--- src/rtl/leb128_encoder.sv ---
// WebAssembly LEB128 encoder: accepts a 32/64-bit value and streams its
// varint (SIGNED=1) or varuint (SIGNED=0) encoding one byte per cycle.
module leb128_encoder #(
    parameter bit SIGNED = 1'b1
) (
    input  logic        clk,
    input  logic        reset,
    input  logic        in_valid,
    output logic        in_ready,
    input  logic [63:0] in_data,
    input  logic        in_i64,
    output logic        out_valid,
    input  logic        out_ready,
    output logic [7:0]  out_byte,
    output logic        out_last,
    output logic [3:0]  out_len
);

    typedef enum logic {
        IDLE,
        EMIT
    } state_t;

    state_t      state, state_nxt;
    logic [63:0] v, v_nxt;
    logic [63:0] load_v, shift_v, sel_v, hi;
    logic        done;
    logic        out_valid_nxt, out_last_nxt;
    logic [7:0]  out_byte_nxt;
    logic [3:0]  out_len_nxt;

    assign in_ready = (state == IDLE);

    always_ff @(posedge clk or negedge reset) begin
        if (!reset) begin
            state     <= IDLE;
            v         <= '0;
            out_valid <= 1'b0;
            out_byte  <= '0;
            out_last  <= 1'b0;
            out_len   <= '0;
        end else begin
            state     <= state_nxt;
            v         <= v_nxt;
            out_valid <= out_valid_nxt;
            out_byte  <= out_byte_nxt;
            out_last  <= out_last_nxt;
            out_len   <= out_len_nxt;
        end
    end

    always_comb begin
        state_nxt     = state;
        v_nxt         = v;
        out_valid_nxt = out_valid;
        out_byte_nxt  = out_byte;
        out_last_nxt  = out_last;
        out_len_nxt   = out_len;

        if (in_i64)
            load_v = in_data;
        else if (SIGNED)
            load_v = {{32{in_data[31]}}, in_data[31:0]};
        else
            load_v = {32'b0, in_data[31:0]};

        if (SIGNED)
            shift_v = $signed(v) >>> 7;
        else
            shift_v = v >> 7;

        // The byte being registered is always derived from the value V will
        // hold next: the freshly loaded word in IDLE, the shifted word in EMIT.
        sel_v = (state == IDLE) ? load_v : shift_v;

        if (SIGNED) begin
            hi   = $signed(sel_v) >>> 7;
            done = ((hi == '0) && !sel_v[6]) || ((hi == '1) && sel_v[6]);
        end else begin
            hi   = sel_v >> 7;
            done = (hi == '0);
        end

        case (state)
            IDLE: begin
                if (in_valid) begin
                    state_nxt     = EMIT;
                    v_nxt         = sel_v;
                    out_valid_nxt = 1'b1;
                    out_byte_nxt  = {~done, sel_v[6:0]};
                    out_last_nxt  = done;
                    out_len_nxt   = 4'd1;
                end
            end
            EMIT: begin
                if (out_valid && out_ready) begin
                    if (out_last) begin
                        state_nxt     = IDLE;
                        out_valid_nxt = 1'b0;
                    end else begin
                        v_nxt        = sel_v;
                        out_byte_nxt = {~done, sel_v[6:0]};
                        out_last_nxt = done;
                        out_len_nxt  = out_len + 4'd1;
                    end
                end
            end
            default: state_nxt = IDLE;
        endcase
    end

endmodule
--- config.mk ---
export PLATFORM = sky130hd
export DESIGN_NAME = leb128_encoder
export DESIGN_NICKNAME = d
export VERILOG_FILES = /design/src/rtl/leb128_encoder.sv
export SDC_FILE = /design/constraint.sdc
export NUM_CORES = 1
export LEC_CHECK = 0
export CAP_MARGIN = 20
export CORE_UTILIZATION = 40
export CTS_CLUSTER_DIAMETER = 120
export DETAILED_ROUTE_END_ITERATION = 6
export HOLD_SLACK_MARGIN = 0.15
export SKIP_LAST_GASP = 1
export SYNTH_ARGS = -nofsm -noshare
export SYNTH_HDL_FRONTEND = slang
export SYNTH_SLANG_ARGS = --single-unit
--- constraint.sdc ---
create_clock -name clk -period 2.09 [get_ports clk]
set_input_delay 0.209 -clock clk [delete_from_list [all_inputs] [get_ports clk]]
set_output_delay 0.209 -clock clk [all_outputs]
set_load 0.1 [all_outputs]
==> run_results.csv <==
group,metric,value,unit
power,p_total,0.00881,W
power,p_int,0.00464,W
power,leakage,2.74,nW
floorplan,fp.dieW,104,µm
power,cellPowerDensity,1440,nW/µm²
sta,fmax,467,MHz
worst_setup_path,slowest_delay,0.57,ns
sta,hold_violations,0,
yosys,synth_area_leaders,"dfrtp_1 (43%), nand2_1 (9.7%), mux2i_1 (7.7%), o21ai_0 (5.8%), a21oi_1 (4.6%)",
yosys,ys_types,50,
final_layout,insertedDiodeCount,0,
clock_network,clockBufferDepth,2,
drt,drt_first_pass_iters,5,
power,p_seq_share,30.9,%
drt,drt_drc_violations_left,0,
yosys,synth_area,4160,µm²
drt,wl_per_cell,18.3,µm
worst_setup_path,criticalPathCategory,"flop to flop",
floorplan,rows,36,
flow_run,cap_violations,0,
hold_path,worstHoldPathType,"input pin to asynchronous set/reset pin",
final_layout,design_area,6110,µm²
clock_network,clock_latency,0.37,ns
power,peakVddDrop,1.07,mV
worst_setup_path,crit_chain,"buf_12 -> buf_4 -> nor3_1 -> a22oi_1 -> nor3_1 -> o2111ai_1 -> nor3_4 -> o22ai_1 -> o211ai_1",
drt,first_iter_violations,339,
floorplan,die_area,10800,µm²
placement,dp_slack,-0.712,ns
worst_setup_path,startpoint_type,"flop",
yosys,yosys_register_bits,72,
sta,relSlewSlack,72.0,%
clock_network,cts_inserted_buffers,9,
placement,hpwlAfterDp,11.1,mm
clock_network,htreeDepth,3,
power,p_clk_share,12.9,%
drt,via_per_inst,5.50,
floorplan,core-area,9910,µm²
final_layout,layoutNonFillerInstCount,786,
final_layout,layout.nets,718,
worst_setup_path,cp_common_cell,"nor3_1",
yosys,synth_top_area_share,43.3,%
final_layout,mostFrequentLayoutCell,"nand2_1",
worst_setup_path,path_max_fanout,6,
run_status,violations,"negative setup slack",
placement,portBuffers,83,
sta,fin_skew,0.00782,ns
global_route,grt_pass1_vias,4355,
placement,dpl.cell_count,763,
worst_setup_path,cp-end-kind,"flop",
placement,routabilityCongestion,0.941,
placement,place_area,5700,µm²
floorplan,io_pins,84,
final_layout,nFillCells,884,
drt,num_vias,4326,
yosys,syn_nets,563,
global_route,grt_util_all_layers,28.2,%
yosys,avgSynthCellArea,8.44,µm²
sta,worst_slack,-0.0511,ns
sta,setup_viol,1,
clock_network,clk_pin_slew,0.08,ns
floorplan,fp.dieH,104,µm
yosys,netlist_instances,493,
power,p_switching,0.00417,W
yosys,synth_seq_area_share,43.3,%
final_layout,layout_common_cells,"nand2_1 (108), buf_4 (103), dfrtp_1 (70)",
sta,tightestPinTransition,0.418,ns
global_route,grt_first_pass_wirelength,23.5,mm
sta,finalWorstPathRequiredPeriod,2.14,ns
power,p_sw_share,47.3,%
yosys,ys_dominant_reg_cell,"dfrtp_1",
worst_setup_path,required,2.38,ns
clock_network,cts_num_sinks,72,
worst_setup_path,crit_path_top_delay_cell,"dfrtp_4",
final_layout,drive_above_1_share,24.0,%
global_route,grt.overflow.total,0,
floorplan,start_util,42.0,%
global_route,grt_max_degree,92,
yosys,synth_top_area_cell,"dfrtp_1",
sta,rsz0062_at_grt,"true",
worst_setup_path,crit_buf_inv,2,
worst_setup_path,cp_top_family,"simple AND/OR/NAND/NOR gates",
drt,routed_wl,14.4,mm
clock_network,root_buffer,"clkbuf_8",
final_layout,fin_util,61.6,%
run_status,outcome,"finished with violations",
drt,postRouteAntennaNets,0,
yosys,synth-warning-count,0,
power,combPwrFrac,56.1,%
sta,period_share,102,%
global_route,antenna_found_initial,1,
clock_network,cts_tree,"built",
yosys,synth-edff-count,0,
sta,slew_viol_final,0,
worst_setup_path,crit_arrival,2.43,ns
yosys,synthArstFlopShare,100,%
final_layout,area_delta_synth_final,46.8,%
repair_timing:
item / in CTS / in global routing
endpoints found under the hold margin: 72 / 0
setup buffers: 3 / 3
hold buffers: 1 / 0
pin swaps: 5 / 6
setup endpoints to repair: 2 / 2
gates resized for setup: 14 / 18
Yosys cell counts, drive strengths merged (3+ instances only):
library cell,n
o32a,3
o31ai,9
a21oi,38
o21a,3
o21ai,49
clkbuf,15
buf,25
nand4,25
nand2,108
nand2b,4
nor2b,10
mux2i,32
a2111oi,3
a31oi,9
nand3,8
nor4,13
dfrtp,72
nor2,22
nor3,14
worst reg2reg max path, stage by stage, from the launching register on:
cell and delay, ns:
dfrtp_4 0.57, buf_12 0.17, buf_4 0.15, nor3_1 0.21, a22oi_1 0.17, nor3_1 0.20, o2111ai_1 0.19, nor3_4 0.19
o22ai_1 0.12, o211ai_1 0.09
power by group through the flow:
| stage | Sequential [W] | Clock [W] | Combinational, W |
|---|---|---|---|
| after detailed placement | 0.00269 | 0 | 0.00471 |
| final | 0.00273 | 0.00114 | 0.00494 |
| after floorplan | 0.00289 | 0 | 0.00266 |
| after global placement | 0.00268 | 0 | 0.00468 |
| after CTS | 0.00268 | 0.00117 | 0.00479 |
| after global routing | 0.00280 | 0.00123 | 0.00535 |
routing by layer:
| metal | vias to the layer above | global-route usage, % | wire (µm) |
|---|---|---|---|
| met4 | 2 | 12.1 | 382 |
| li1 | 2098 | - | - |
| met1 | 2041 | 39.9 | 6880 |
| met5 | - | 0 | 17 |
| met2 | 153 | 40.9 | 6280 |
| met3 | 32 | 6.83 | 816 |
logic make-up (layout without fill, tap and decap cells):
logic type,Yosys count,count (layout),share of synthesized area [%]
compound gates,132,132,19.1
xor+xnor,2,2,0.421
fa+ha+maj,1,1,0.301
buf+inv,42,202,5.08
flops,72,72,43.3
mux,34,34,8.33
simple gates,210,210,23.4
area by class of cell:
cell class / instances / area (µm²) / share of cell area (%)
timing repair buffer: 184 / 1640 / 26.9
sequential: 72 / 1810 / 29.6
clock buffer: 11 / 141 / 2.32
multi-input combinational: 379 / 2280 / 37.4
tap: 133 / 166 / 2.72
clock inverter: 5 / 56.3 / 0.922
inverter: 2 / 12.5 / 0.205
registers in the layout, indices dropped and copies added (netlist names):
name and count:
v 57, out_byte 8, out_len 4, out_last 1, out_valid 1, state 1
per-stage QoR:
stage,hold WS [ns],setup TNS [ns]
4_1_cts,0.256,-0.0554
3_3_place_gp,0.135,-1.18
6_report,0.264,-0.0511
5_1_grt,0.276,-0.249
2_1_floorplan,-0.0866,0
3_5_place_dp,0.132,-1.40
worst paths after layout:
check                         start          end  slack (ns)  cells past startpoint
max                           state     out_last       -0.05                      9
min                           reset  out_byte[3]        0.26                      2
max reg2reg                   state     out_last       -0.05                      9
min reg2reg                   v[11]        v[11]        0.48                      2
max in group asynchronous     reset        v[52]        1.26                      3
min in group clk           in_valid    out_valid        0.47                      3
Note: power is estimated with default switching activity, not from simulation.
